[config.mk]
export PLATFORM = sky130hd
export DESIGN_NAME = l1_cache_ctrl
export DESIGN_NICKNAME = d
export VERILOG_FILES = /design/src/rtl/l1_cache_pkg.sv /design/src/rtl/l1_tag_store.sv /design/src/rtl/l1_cache_ctrl.sv
export SDC_FILE = /design/constraint.sdc
export NUM_CORES = 1
export LEC_CHECK = 0
export ABC_AREA = 1
export CORE_ASPECT_RATIO = 0.9
export CORE_MARGIN = 3
export CORE_UTILIZATION = 35
export CTS_BUF_LIST = sky130_fd_sc_hd__clkbuf_4 sky130_fd_sc_hd__clkbuf_8
export DETAILED_ROUTE_END_ITERATION = 16
export GPL_TIMING_DRIVEN = 0
export PLACE_DENSITY = 0.6
export SLEW_MARGIN = 20
export SYNTH_ARGS = -nofsm -noshare
export SYNTH_HDL_FRONTEND = slang
export SYNTH_SLANG_ARGS = --single-unit
[constraint.sdc]
create_clock -name cache_clk -period 2.75 [get_ports cache_clk]
set_clock_uncertainty 0.15 [all_clocks]
set_input_delay 0.275 -clock cache_clk [delete_from_list [all_inputs] [get_ports cache_clk]]
set_output_delay 0.275 -clock cache_clk [all_outputs]
set_load 0.01 [all_outputs]
[src/rtl/l1_cache_pkg.sv]
// Shared types and sizing for the L1 cache controller and its tag store.
package l1_cache_pkg;
    localparam int L1_ADDR_W = 8;
    localparam int L1_DATA_W = 8;
    localparam int INDEX_W   = 3;
    localparam int TAG_W     = L1_ADDR_W - INDEX_W;
    localparam int LINES     = 8;

    typedef enum logic [2:0] {
        IDLE   = 3'd0,
        LOOKUP = 3'd1,
        FILL   = 3'd2,
        WTHRU  = 3'd3,
        RESP   = 3'd4
    } state_e;
endpackage

[src/rtl/l1_tag_store.sv]
// Valid + tag registers for the direct-mapped L1: flush-all, one write port, combinational hit.
module l1_tag_store
    import l1_cache_pkg::*;
#(
    parameter int TAG_BITS = TAG_W
) (
    input  logic                cache_clk,
    input  logic                rst_n,
    input  logic                flush_i,
    input  logic                wr_en_i,
    input  logic [INDEX_W-1:0]  wr_idx_i,
    input  logic [TAG_BITS-1:0] wr_tag_i,
    input  logic [INDEX_W-1:0]  lk_idx_i,
    input  logic [TAG_BITS-1:0] lk_tag_i,
    output logic                hit_o
);
    logic [LINES-1:0]    valid_q;
    logic [TAG_BITS-1:0] tag_q [LINES];

    always_ff @(posedge cache_clk or negedge rst_n) begin
        if (!rst_n) begin
            valid_q <= '0;
            for (int i = 0; i < LINES; i++) tag_q[i] <= '0;
        end else if (flush_i) begin
            valid_q <= '0;
        end else if (wr_en_i) begin
            valid_q[wr_idx_i] <= 1'b1;
            tag_q[wr_idx_i]   <= wr_tag_i;
        end
    end

    assign hit_o = valid_q[lk_idx_i] && (tag_q[lk_idx_i] == lk_tag_i);
endmodule

[src/rtl/l1_cache_ctrl.sv]
// Direct-mapped, write-through, no-write-allocate L1 controller driving an 8x8 data array.
// Define L1_CACHE_STATS_EN to add saturating hit_count/miss_count outputs.
module l1_cache_ctrl
    import l1_cache_pkg::*;
#(
    parameter int ADDR_W = L1_ADDR_W,
    parameter int DATA_W = L1_DATA_W
) (
    input  logic              cache_clk,
    input  logic              rst_n,
    input  logic              cpu_req,
    input  logic              cpu_we,
    input  logic [ADDR_W-1:0] cpu_addr,
    input  logic [DATA_W-1:0] cpu_wdata,
    input  logic              cpu_flush,
    output logic              cpu_busy,
    output logic              cpu_done,
    output logic [DATA_W-1:0] cpu_rdata,
    output logic [2:0]        read_select,
    output logic [2:0]        write_select,
    output logic [DATA_W-1:0] write_data,
    output logic              write_enable,
    input  logic [DATA_W-1:0] out_data,
    output logic              mem_req,
    output logic              mem_we,
    output logic [ADDR_W-1:0] mem_addr,
    output logic [DATA_W-1:0] mem_wdata,
    input  logic              mem_ack,
    input  logic [DATA_W-1:0] mem_rdata
`ifdef L1_CACHE_STATS_EN
    ,
    output logic [15:0]       hit_count,
    output logic [15:0]       miss_count
`endif
);
    localparam int TW = ADDR_W - INDEX_W;

    state_e            state_q, state_d;
    logic [ADDR_W-1:0] addr_q, addr_d;
    logic              we_q, we_d;
    logic [DATA_W-1:0] wdata_q, wdata_d;
    logic [DATA_W-1:0] rdata_q, rdata_d;
    logic              flush_all;
    logic              tag_wr;
    logic              hit;

    wire [INDEX_W-1:0] idx_q = addr_q[INDEX_W-1:0];
    wire [TW-1:0]      tag_l = addr_q[ADDR_W-1:INDEX_W];

    l1_tag_store #(.TAG_BITS(TW)) u_tags (
        .cache_clk (cache_clk),
        .rst_n     (rst_n),
        .flush_i   (flush_all),
        .wr_en_i   (tag_wr),
        .wr_idx_i  (idx_q),
        .wr_tag_i  (tag_l),
        .lk_idx_i  (idx_q),
        .lk_tag_i  (tag_l),
        .hit_o     (hit)
    );

    always_ff @(posedge cache_clk or negedge rst_n) begin
        if (!rst_n) begin
            state_q <= IDLE;
            addr_q  <= '0;
            we_q    <= 1'b0;
            wdata_q <= '0;
            rdata_q <= '0;
        end else begin
            state_q <= state_d;
            addr_q  <= addr_d;
            we_q    <= we_d;
            wdata_q <= wdata_d;
            rdata_q <= rdata_d;
        end
    end

    always_comb begin
        state_d      = state_q;
        addr_d       = addr_q;
        we_d         = we_q;
        wdata_d      = wdata_q;
        rdata_d      = rdata_q;
        flush_all    = 1'b0;
        tag_wr       = 1'b0;
        read_select  = idx_q;
        write_select = idx_q;
        write_data   = wdata_q;
        write_enable = 1'b0;
        mem_req      = 1'b0;
        mem_we       = 1'b0;
        cpu_done     = 1'b0;
        unique case (state_q)
            IDLE: begin
                // Present the incoming index now so registered out_data is ready in LOOKUP.
                read_select = cpu_addr[INDEX_W-1:0];
                if (cpu_req) begin
                    addr_d  = cpu_addr;
                    we_d    = cpu_we;
                    wdata_d = cpu_wdata;
                    state_d = LOOKUP;
                end else if (cpu_flush) begin
                    flush_all = 1'b1;
                    state_d   = RESP;
                end
            end
            LOOKUP: begin
                if (!we_q) begin
                    if (hit) begin
                        rdata_d = out_data;
                        state_d = RESP;
                    end else begin
                        state_d = FILL;
                    end
                end else begin
                    write_enable = hit;
                    state_d      = WTHRU;
                end
            end
            FILL: begin
                mem_req = 1'b1;
                if (mem_ack) begin
                    write_enable = 1'b1;
                    write_data   = mem_rdata;
                    tag_wr       = 1'b1;
                    rdata_d      = mem_rdata;
                    state_d      = RESP;
                end
            end
            WTHRU: begin
                mem_req = 1'b1;
                mem_we  = 1'b1;
                if (mem_ack) state_d = RESP;
            end
            RESP: begin
                cpu_done = 1'b1;
                state_d  = IDLE;
            end
            default: state_d = IDLE;
        endcase
    end

    assign cpu_busy  = (state_q != IDLE);
    assign cpu_rdata = rdata_q;
    assign mem_addr  = addr_q;
    assign mem_wdata = wdata_q;

`ifdef L1_CACHE_STATS_EN
    logic [15:0] hit_cnt_q, miss_cnt_q;

    always_ff @(posedge cache_clk or negedge rst_n) begin
        if (!rst_n) begin
            hit_cnt_q  <= '0;
            miss_cnt_q <= '0;
        end else if (flush_all) begin
            hit_cnt_q  <= '0;
            miss_cnt_q <= '0;
        end else if (state_q == LOOKUP) begin
            if (hit && hit_cnt_q != 16'hFFFF)        hit_cnt_q  <= hit_cnt_q + 16'd1;
            else if (!hit && miss_cnt_q != 16'hFFFF) miss_cnt_q <= miss_cnt_q + 16'd1;
        end
    end

    assign hit_count  = hit_cnt_q;
    assign miss_count = miss_cnt_q;
`endif
endmodule
== Word level (Yosys, flattened, before mapping) ==
Index checks and enable logic that the tools add are counted.

* Input bits: 38
* Output and inout port bits: 43
* Bits in registers: 76
* Logic and storage cells: 78

* Multiplexer cells: 35
* Bitwise gates (word level): 3
* Reductions and logical operators: 12
* Order comparisons: 4
* Equality and inequality tests: 10

{| class="wikitable"
|+ Operators with widths
! operator !! number
|-
| two-way mux 8 bit || 7
|-
| bitwise mux 40 bit || 1
|-
| two-way mux 3 bit || 6
|-
| one-hot mux 8 bit (2 select lines) || 1
|-
| binary-select mux 5 bit (select 3 bit) || 1
|-
| demux 5 bit (select 3 bit) || 1
|-
| two-way mux 5 bit || 3
|-
| two-way mux 1 bit || 11
|-
| one-hot mux 3 bit (3 select lines) || 1
|-
| OR 8 bit || 1
|-
| == test 3 x 2 -> 1 bit (second input constant) || 2
|-
| inequality test 2 bit (second input constant) || 3
|-
| AND reduction 2 bit || 3
|-
| == test 5 bit || 1
|-
| >= comparator 4 bit (second input constant) || 1
|-
| less-than comparator 3 x 4 -> 1 bit (second input constant) || 1
|-
| less-than comparator 4 x 1 -> 1 bit (second input constant) || 1
|-
| inverter 3 -> 4 bit || 1
|-
| AND reduction 4 bit || 1
|-
| nonzero test 2 bit || 2
|-
| binary-select mux 1 bit (select 3 bit) || 1
|-
| demux 1 bit (select 3 bit) || 1
|-
| == test 3 x 1 -> 1 bit (second input constant) || 1
|-
| == test 3 bit (second input constant) || 1
|-
| 9 further kinds || 11
|}

== Longest topological paths before layout ==
Gate-level depths: netlist (run 1).

* Depth after elaboration: 9
* Gate-level depth with buffers: 15
* Gate-level depth less buffers: 14

== By module ==
From an unflattened synthesis (run 1), not the netlist that was laid out.

* Cells, all modules: 524
* Area total of the unflattened synthesis: 3893.7 um^2

{| class="wikitable"
|+ By module, submodules not included
! module !! times used !! area an instance (um^2) !! cells an instance
|-
| l1_tag_store || 1 || 2351.0 || 316
|-
| l1_cache_ctrl || 1 || 1542.7 || 208
|}

== Worst setup path before layout (run 1) ==
Ideal clock, no wire load.

* Path kind: reg2out
* Start: reg addr_q[1] (netlist: mem_addr[1])
* End: out write_enable
* Cell stages (with the launch flop): 13
* Slack: 0.653 ns
* Arrival time: 1.672 ns
* Required time: 2.325 ns
* Cells stage by stage: dfrtp_1 > buf_4 > inv_1 > nor2_2 > nand3_1 > nand2_1 > nor2_1 > nor2_1 > nor2_1 > nand2_1 > nor2_4 > nand2_1 > o21ai_0

* Longest elaborated chain between the ends: 8

{| class="wikitable"
|+ RTL lines
! item !! line !! RTL
|-
| start, declared || l1_cache_ctrl.sv:39 || <nowiki>logic [ADDR_W-1:0] addr_q, addr_d;</nowiki>
|-
| start signal, assigned || l1_cache_ctrl.sv:71 || <nowiki>addr_q <= addr_d;</nowiki>
|-
| inverter 3 -> 4 bit (not written as such) || l1_tag_store.sv:32 || <nowiki>assign hit_o = valid_q[lk_idx_i] && (tag_q[lk_idx_i] == lk_tag_i);</nowiki>
|-
| binary-select mux 5 bit (select 3 bit) || l1_tag_store.sv:32 ||
|-
| two-way mux 5 bit (not written as such) (2 in a row) || l1_tag_store.sv:32 ||
|-
| == test 5 bit || l1_tag_store.sv:32 ||
|-
| logical AND 1 bit (*) || l1_tag_store.sv:32 ||
|-
| two-way mux 1 bit (*) || l1_cache_ctrl.sv:108 || <nowiki>if (!we_q) begin</nowiki>
|-
| one-hot mux 1 bit (2 select lines) (*) || l1_cache_ctrl.sv:93 || <nowiki>unique case (state_q)</nowiki>
|-
| end, declared || l1_cache_ctrl.sv:22 || <nowiki>output logic write_enable,</nowiki>
|}

Mark *: on every way between the ends. The rest lies on a longest branch, timed or not. The select of a mux whose other input is x is not followed.

== Worst setup path after layout (run 1) ==
* Start: reg state_q[1]
* End: out write_data[7]

* Longest elaborated chain between the ends: 2

{| class="wikitable"
|+ RTL lines
! item !! line !! RTL
|-
| start, declared || l1_cache_ctrl.sv:38 || <nowiki>state_e state_q, state_d;</nowiki>
|-
| start signal, assigned || l1_cache_ctrl.sv:70 || <nowiki>state_q <= state_d;</nowiki>
|-
| == test 3 x 2 -> 1 bit || l1_cache_ctrl.sv:93 ||
|-
| two-way mux 8 bit || l1_cache_ctrl.sv:93 ||
|-
| end, declared || l1_cache_ctrl.sv:21 || <nowiki>output logic [DATA_W-1:0] write_data,</nowiki>
|}

No other way between the ends.

==> metrics.md, run 1 <==
| Metric | Value |
|---|---|
| DP Cell Count | `a little under 700` |
| Filler cell count | `approximately 1000` |
| EDFF count, synth | `0` |
| Maximum clock path buffer count | `2` |
| DP HPWL | `7570 um` |
| Critical Path AT | `roughly 2.2 ns` |
| Chip width | `roughly 110 um` |
| Drt pass-1 iters | `4` |
| Final setup vio count | `0` |
| Min Hold Slack | `between 0.3 and 0.4 ns` |
| Vias | `roughly 3400` |
| Fmax achieved | `0.375 GHz` |
| Mapped Area | `roughly 3700 um^2` |
| Startpoint types | `flop` |
| Primary FF master, synth | `dfrtp_1` |
| Synth top area share | `0.509` |
| Post-DRT Antenna Nets | `0` |
| Clk slew on worst S/H paths | `about 0.090 ns` |
| Gr usage total | `0.179` |
| Crit. End Element | `output pin` |
| Top-level port count | `81` |
| Synth Net Count | `between 500 and 600` |
| RSZ-0062 raised after global routing | `true` |
| Slew margin rel. | `0.612` |
| Num CTS Buffers | `9` |
| Pleak | `roughly 2.5 nW` |
| Post-synth cell types | `21` |
| Layout cells sized above 1 | `0.118` |
| Worst-Margin Slew | `0.582 ns` |
| Die Ht | `104 um` |
| Ys Warns | `0` |
| # diodes | `0` |
| Min-Delay Path Class | `input pin to async pin` |
| Worst-Skew Late Latency | `0.35 ns` |
| CP max FO | `10` |
| VDD IR max | `363 uV` |
| Clock Tree Root | `clkbuf_8` |
| Initial antenna violation count | `0` |
| Die area | `about 12000 um^2` |
| Post-synth ARST share | `1.00` |
| Setup_tns | `0 ns` |
| Synthesized area per cell | `approximately 7.7 um^2` |
| Compound-Gate Fraction of Synth Area | `0.122` |
| Tmin final | `around 2.7 ns` |
| R2R setup slack | `0.42 ns` |
| Core area | `~10000 um^2` |
| Post-synthesis mux area share | `0.0241` |
| Final hold vios | `0` |
| CP Data Required Time | `about 2.3 ns` |
| Pwr per Cell Area | `approximately 1200 nW/um^2` |
| Routed Wire Length | `between 10000 and 15000 um` |
| DRC Markers | `0` |
| Largest net degree at the start of global routing | `45` |
| Worst Reg-to-Reg Cells | `14` |
| H-tree levels | `3` |
| Worst r2r src | `mem_addr[1]` |
| Final period utilization | `0.969` |
| Port Buffers | `80` |
| Adder and majority gate portion of the synthesized area | `0` |
| Global-route wire length before repair | `roughly 17000 um` |
| Synth area leaders | `dfrtp_1, nand2_1, o21ai_0` |
| Placer Congestion | `0.813` |
| Initial DRC Count | `180` |
| Non-filler instance count after layout | `~720` |
| Main combinational cell family by area after synthesis | `simple AND/OR/NAND/NOR gates` |
| Synth-to-layout area growth | `35.9%` |
| Final Power | `about 5.8 mW` |
| Post-Synth XOR/XNOR Area | `0` |
| Setup CP Type | `flop to output pin` |
| Post-synth top cells | `nand2_1, dfrtp_1, o21ai_0` |
| Pins over their slew limit | `0` |
| Final WS setup | `0.0849 ns` |
| CTS tree | `done` |
| Initial Utilization | `0.362` |
| Vias/cell | `~4.8` |
| Simple-gate share of the synthesized area | `0.256` |
| Setup WS pre-CTS | `-0.192 ns` |
| GRT overflow | `0` |
| Sink Count | `76` |
| Final #Nets | `626` |
| Reg2reg end | `cpu_rdata[6]` |
| Most frequent cell after synthesis | `nand2_1` |
| Status | `complete, no violations` |
| Vias in the first global route | `3354` |
| Post-synth top area cell | `dfrtp_1` |
| # rows | `35` |
| Post-Syn Instances | `486` |
| MaxCap Viol Count | `0` |
| Seq/Total Area, Yosys | `0.509` |
| Register bit total from synthesis | `76` |
| WL per Instance | `14.3 um` |
flip-flops by register name (all words and copies together) (netlist names):
name and cells:
u_tags.tag_q 40, u_tags.valid_q 8, mem_wdata 8, we_q 1
cpu_rdata 8, mem_addr 8, state_q 3
metal layers:
metal / track usage / share of wire
met5: 0 / 0
met3: 0.0303 / 0.031
met1: 0.262 / 0.51
met2: 0.274 / 0.46
met4: 0.0461 / 0.0085
worst max-delay path by stage:
stage	from	end	depth (start not counted)
final	state_q[1]	write_data[7]	8
after global routing	state_q[1]	write_data[7]	8
after CTS	state_q[1]	write_data[5]	8
after detailed placement	state_q[1]	write_data[2]	8
after global placement	rst_n	u_tags.tag_q[26]	1
after floorplan	mem_addr[1]	write_enable	12
area by class of cell:
type	instances	area [um^2]	share of cell area
clock buffer	10	138	0.0271
clock inverter	6	63.8	0.0126
tap	129	161	0.0318
multi-input combinational	329	1550	0.305
buffer	22	133	0.0261
sequential	76	1900	0.375
timing repair buffer	91	901	0.177
inverter	59	231	0.0456
cells in the final DEF (no fill, tap or decap), types with 4 or more instances in the layout:
cell type / count
clkbuf_1: 9
dfrtp_1: 74
clkdlybuf4s50_1: 71
clkbuf_8: 10
buf_2: 4
inv_1: 54
o21ai_1: 6
nand3_1: 30
nand2_1: 164
nor2_1: 22
a21oi_1: 10
dlymetal6s2s_1: 4
mux2_2: 8
buf_4: 15
nor2_4: 6
o21ai_0: 72
critical path, cell delays in order (launching register included):
cell	delay (ns)
dfrtp_1	0.41
inv_1	0.09
nor3_2	0.15
clkinv_2	0.12
nor2_4	0.13
inv_2	0.09
buf_2	0.20
o21ai_1	0.13
clkdlybuf4s50_1	0.56
through the flow:
| stage | utilization | cell area, um^2 |
|---|---|---|
| detailed placement | 0.456 | 4720 |
| CTS | 0.484 | 5000 |
| global route | 0.492 | 5080 |
| finish | 0.492 | 5080 |
| floorplan | - | 3740 |
| global placement | 0.455 | 4700 |
power by group:
group | switching (mW) | internal [mW] | total [mW] | leakage (nW)
sequential | 0.351 | 1.64 | 1.99 | 0.964
combinational | 1.62 | 1.36 | 2.99 | 1.45
clock | 0.426 | 0.442 | 0.868 | 0.0983
total | 2.40 | 3.45 | 5.85 | 2.51
kinds of logic after synthesis:
kind of cell | after synthesis
AND/OR/NAND/NOR | 231
AO/OA/AOI/OAI | 90
buffers and inverters | 81
flip-flops | 76
multiplexers | 8
timing repair:
item	CTS	global route
pin swaps	2	2
endpoints found under the hold margin	43	0
hold buffers	1	0
setup buffers	5	4
cloned	0	0
endpoints found under the setup margin	9	16
resized for setup	23	18
No activity file was read; power rests on OpenSTA's default activity.
==> inputs of run 2 (changes only) <==
Settings changed: CORE_UTILIZATION 35 to 47, PLACE_DENSITY 0.6 to 0.79.
Clock period 2.75 ns to 2.16 ns, I/O delays scaled along.
==> metrics.md, run 2 (synthesis gave the netlist of run 1 again) <==
| Metric | Value |
|---|---|
| Chip width | `around 100 um` |
| GRT busiest layer | `met2` |
| Num CTS Buffers | `9` |
| Final period utilization | `1.14` |
| GRT overflow | `0` |
| CTS tree | `done` |
| Maximum clock path buffer count | `2` |
| Port Buffers | `80` |
| Clock Tree Root | `clkbuf_8` |
| Core area | `around 7600 um^2` |
| Pins over their slew limit | `0` |
| Worst-Skew Late Latency | `between 0.3 and 0.4 ns` |
| Global-route wire length before repair | `between 15000 and 20000 um` |
| VDD IR max | `689 uV` |
| Vias in the first global route | `~3400` |
| Sink Count | `76` |
| Initial Utilization | `0.490` |
| Clock network power share | `0.122` |
| Final Power | `between 7 and 8 mW` |
| Met2 Use GR | `0.373` |
| Commonest non-fill, non-tap cells in the layout | `nand2_1, dfrtp_1, clkdlybuf4s50_1` |
| Biggest register | `u_tags.tag_q` |
| Final WS setup | `-0.298 ns` |
| DRC Markers | `0` |
| NetSw | `about 3.2 mW` |
| CP max-delay cell | `dfrtp_2` |
| Gr usage total | `0.241` |
| Startpoint types | `flop` |
| Routed Wire Length | `approximately 11000 um` |
| Finished Core Util | `0.685` |
| Final setup vio count | `10` |
| Slew margin rel. | `0.684` |
| Critical-path cell list | `inv_4 -> buf_6 -> nand2_1 -> nand3_1 -> nand2_2 -> nor2_4 -> nor2_1 -> nor2_1 -> nand2_2 -> nor2_4 -> nand2_2 -> o21ai_1 -> buf_2` |
| Setup CP Type | `flop to output pin` |
| Die Ht | `just over 90 um` |
| Tmin final | `about 2.5 ns` |
| Clk slew on worst S/H paths | `~0.080 ns` |
| Buf+Inv Stages, Crit Path | `3` |
| DP HPWL | `around 7400 um` |
| Initial antenna violation count | `0` |
| Switch share | `0.420` |
| Drt pass-1 iters | `5` |
| H-tree levels | `3` |
| Crit. End Element | `output pin` |
| Synth-to-layout area growth | `39.6%` |
| Setup_tns | `-1.58 ns` |
| Fraction of met3 tracks used by global routing | `0.0641` |
| Leading cell type in the layout, fill and taps excluded | `nand2_1` |
| Final hold vios | `0` |
| Vias | `3703` |
| Min-Delay Path Class | `input pin to async pin` |
| WL per Instance | `between 15 and 20 um` |
| P_int | `between 4 and 5 mW` |
| # rows | `30` |
| Failing checks | `negative setup slack` |
| RSZ-0062 raised after global routing | `true` |
| CP max FO | `6` |
| Top-level port count | `81` |
| Pleak | `roughly 2.6 nW` |
| Fmax achieved | `just over 0.4 GHz` |
| Non-filler instance count after layout | `slightly above 700` |
| Largest delay share family, worst path | `simple AND/OR/NAND/NOR gates` |
| Crit path top cell by count | `nand2_2` |
| Vias/cell | `about 5.2` |
| Initial DRC Count | `289` |
| # diodes | `0` |
| Comb pwr share | `0.545` |
| Setup WS pre-CTS | `-0.796 ns` |
| Layout cells sized above 1 | `0.191` |
| Flop pwr share | `0.333` |
| CP peak stage delay | `between 0.4 and 0.5 ns` |
| Worst-Margin Slew | `~0.47 ns` |
| MaxCap Viol Count | `0` |
| Status | `finished with violations` |
| Placer Congestion | `~0.9` |
| Final #Nets | `between 600 and 700` |
| Critical Path AT | `about 2.1 ns` |
| Post-DRT Antenna Nets | `0` |
| Pwr per Cell Area | `around 1500 nW/um^2` |
| Die area | `9060 um^2` |
| CP Data Required Time | `around 1.8 ns` |
| Number of flip-flops in the largest register | `40` |
| Filler cell count | `607` |
| Met1 Use GR | `0.332` |
| Largest net degree at the start of global routing | `51` |
| DP Cell Count | `663` |
## run 2: stage by stage
stage / instance area [um^2] / hold slack [ns]
2_1_floorplan: 3740 / -0.230
3_3_place_gp: 4660 / 0.313
3_5_place_dp: 4680 / 0.00617
4_1_cts: 5030 / 0.166
5_1_grt: 5220 / 0.189
6_report: 5220 / 0.159
## run 2: final cells by class
| cell class | instances | area (um^2) | share of cell area |
|---|---|---|---|
| Sequential cell | 76 | 1910 | 0.365 |
| Multi-Input combinational cell | 329 | 1620 | 0.310 |
| Timing Repair Buffer | 110 | 1020 | 0.196 |
| Inverter | 59 | 234 | 0.0448 |
| Buffer | 22 | 156 | 0.0300 |
| Clock buffer | 12 | 146 | 0.0281 |
| Tap cell | 96 | 120 | 0.0230 |
| Clock inverter | 3 | 15.0 | 0.00288 |
## run 2: power by group through the flow
stage | combinational (mW) | clock, mW | sequential (mW)
CTS | 3.88 | 0.942 | 2.53
detailed placement | 3.61 | 0 | 2.54
floorplan | 2.03 | 0 | 2.54
finish | 4.17 | 0.931 | 2.55
global route | 4.60 | 1.02 | 2.63
global placement | 3.52 | 0 | 2.50
## run 2: metal layers
metal  vias to the layer above  part of all wire
li1                       1777                 -
met1                      1766              0.43
met2                       141              0.49
met3                        19             0.069
met4                         0             0.015
met5                         -                 0
## run 2: timing repair
action,in CTS,in global routing
hold buffers,1,0
buffers inserted,16,11
resized for setup,78,44
setup endpoints to repair,81,23
pin swaps,10,12
gates cloned,1,0
hold endpoints to repair,29,0
## run 2: final timing paths
path / start / endpoint / slack, ns / cells past startpoint
setup / recovery: mem_addr[0] / write_enable / -0.30 / 13
min in group cache_clk: cpu_we / we_q / 0.29 / 3
hold / removal: rst_n / cpu_rdata[1] / 0.16 / 2
max in group asynchronous: rst_n / mem_wdata[0] / 1.12 / 3
setup reg to reg: mem_addr[0] / cpu_rdata[3] / -0.18 / 16
hold reg to reg: u_tags.tag_q[15] / u_tags.tag_q[15] / 0.34 / 2
==> inputs of run 3 (changes only) <==
Settings changed: CTS_CLUSTER_DIAMETER from default to 120.
==> results of run 3 <==
Final layout, timing and power as in run 2 (identical DEF).
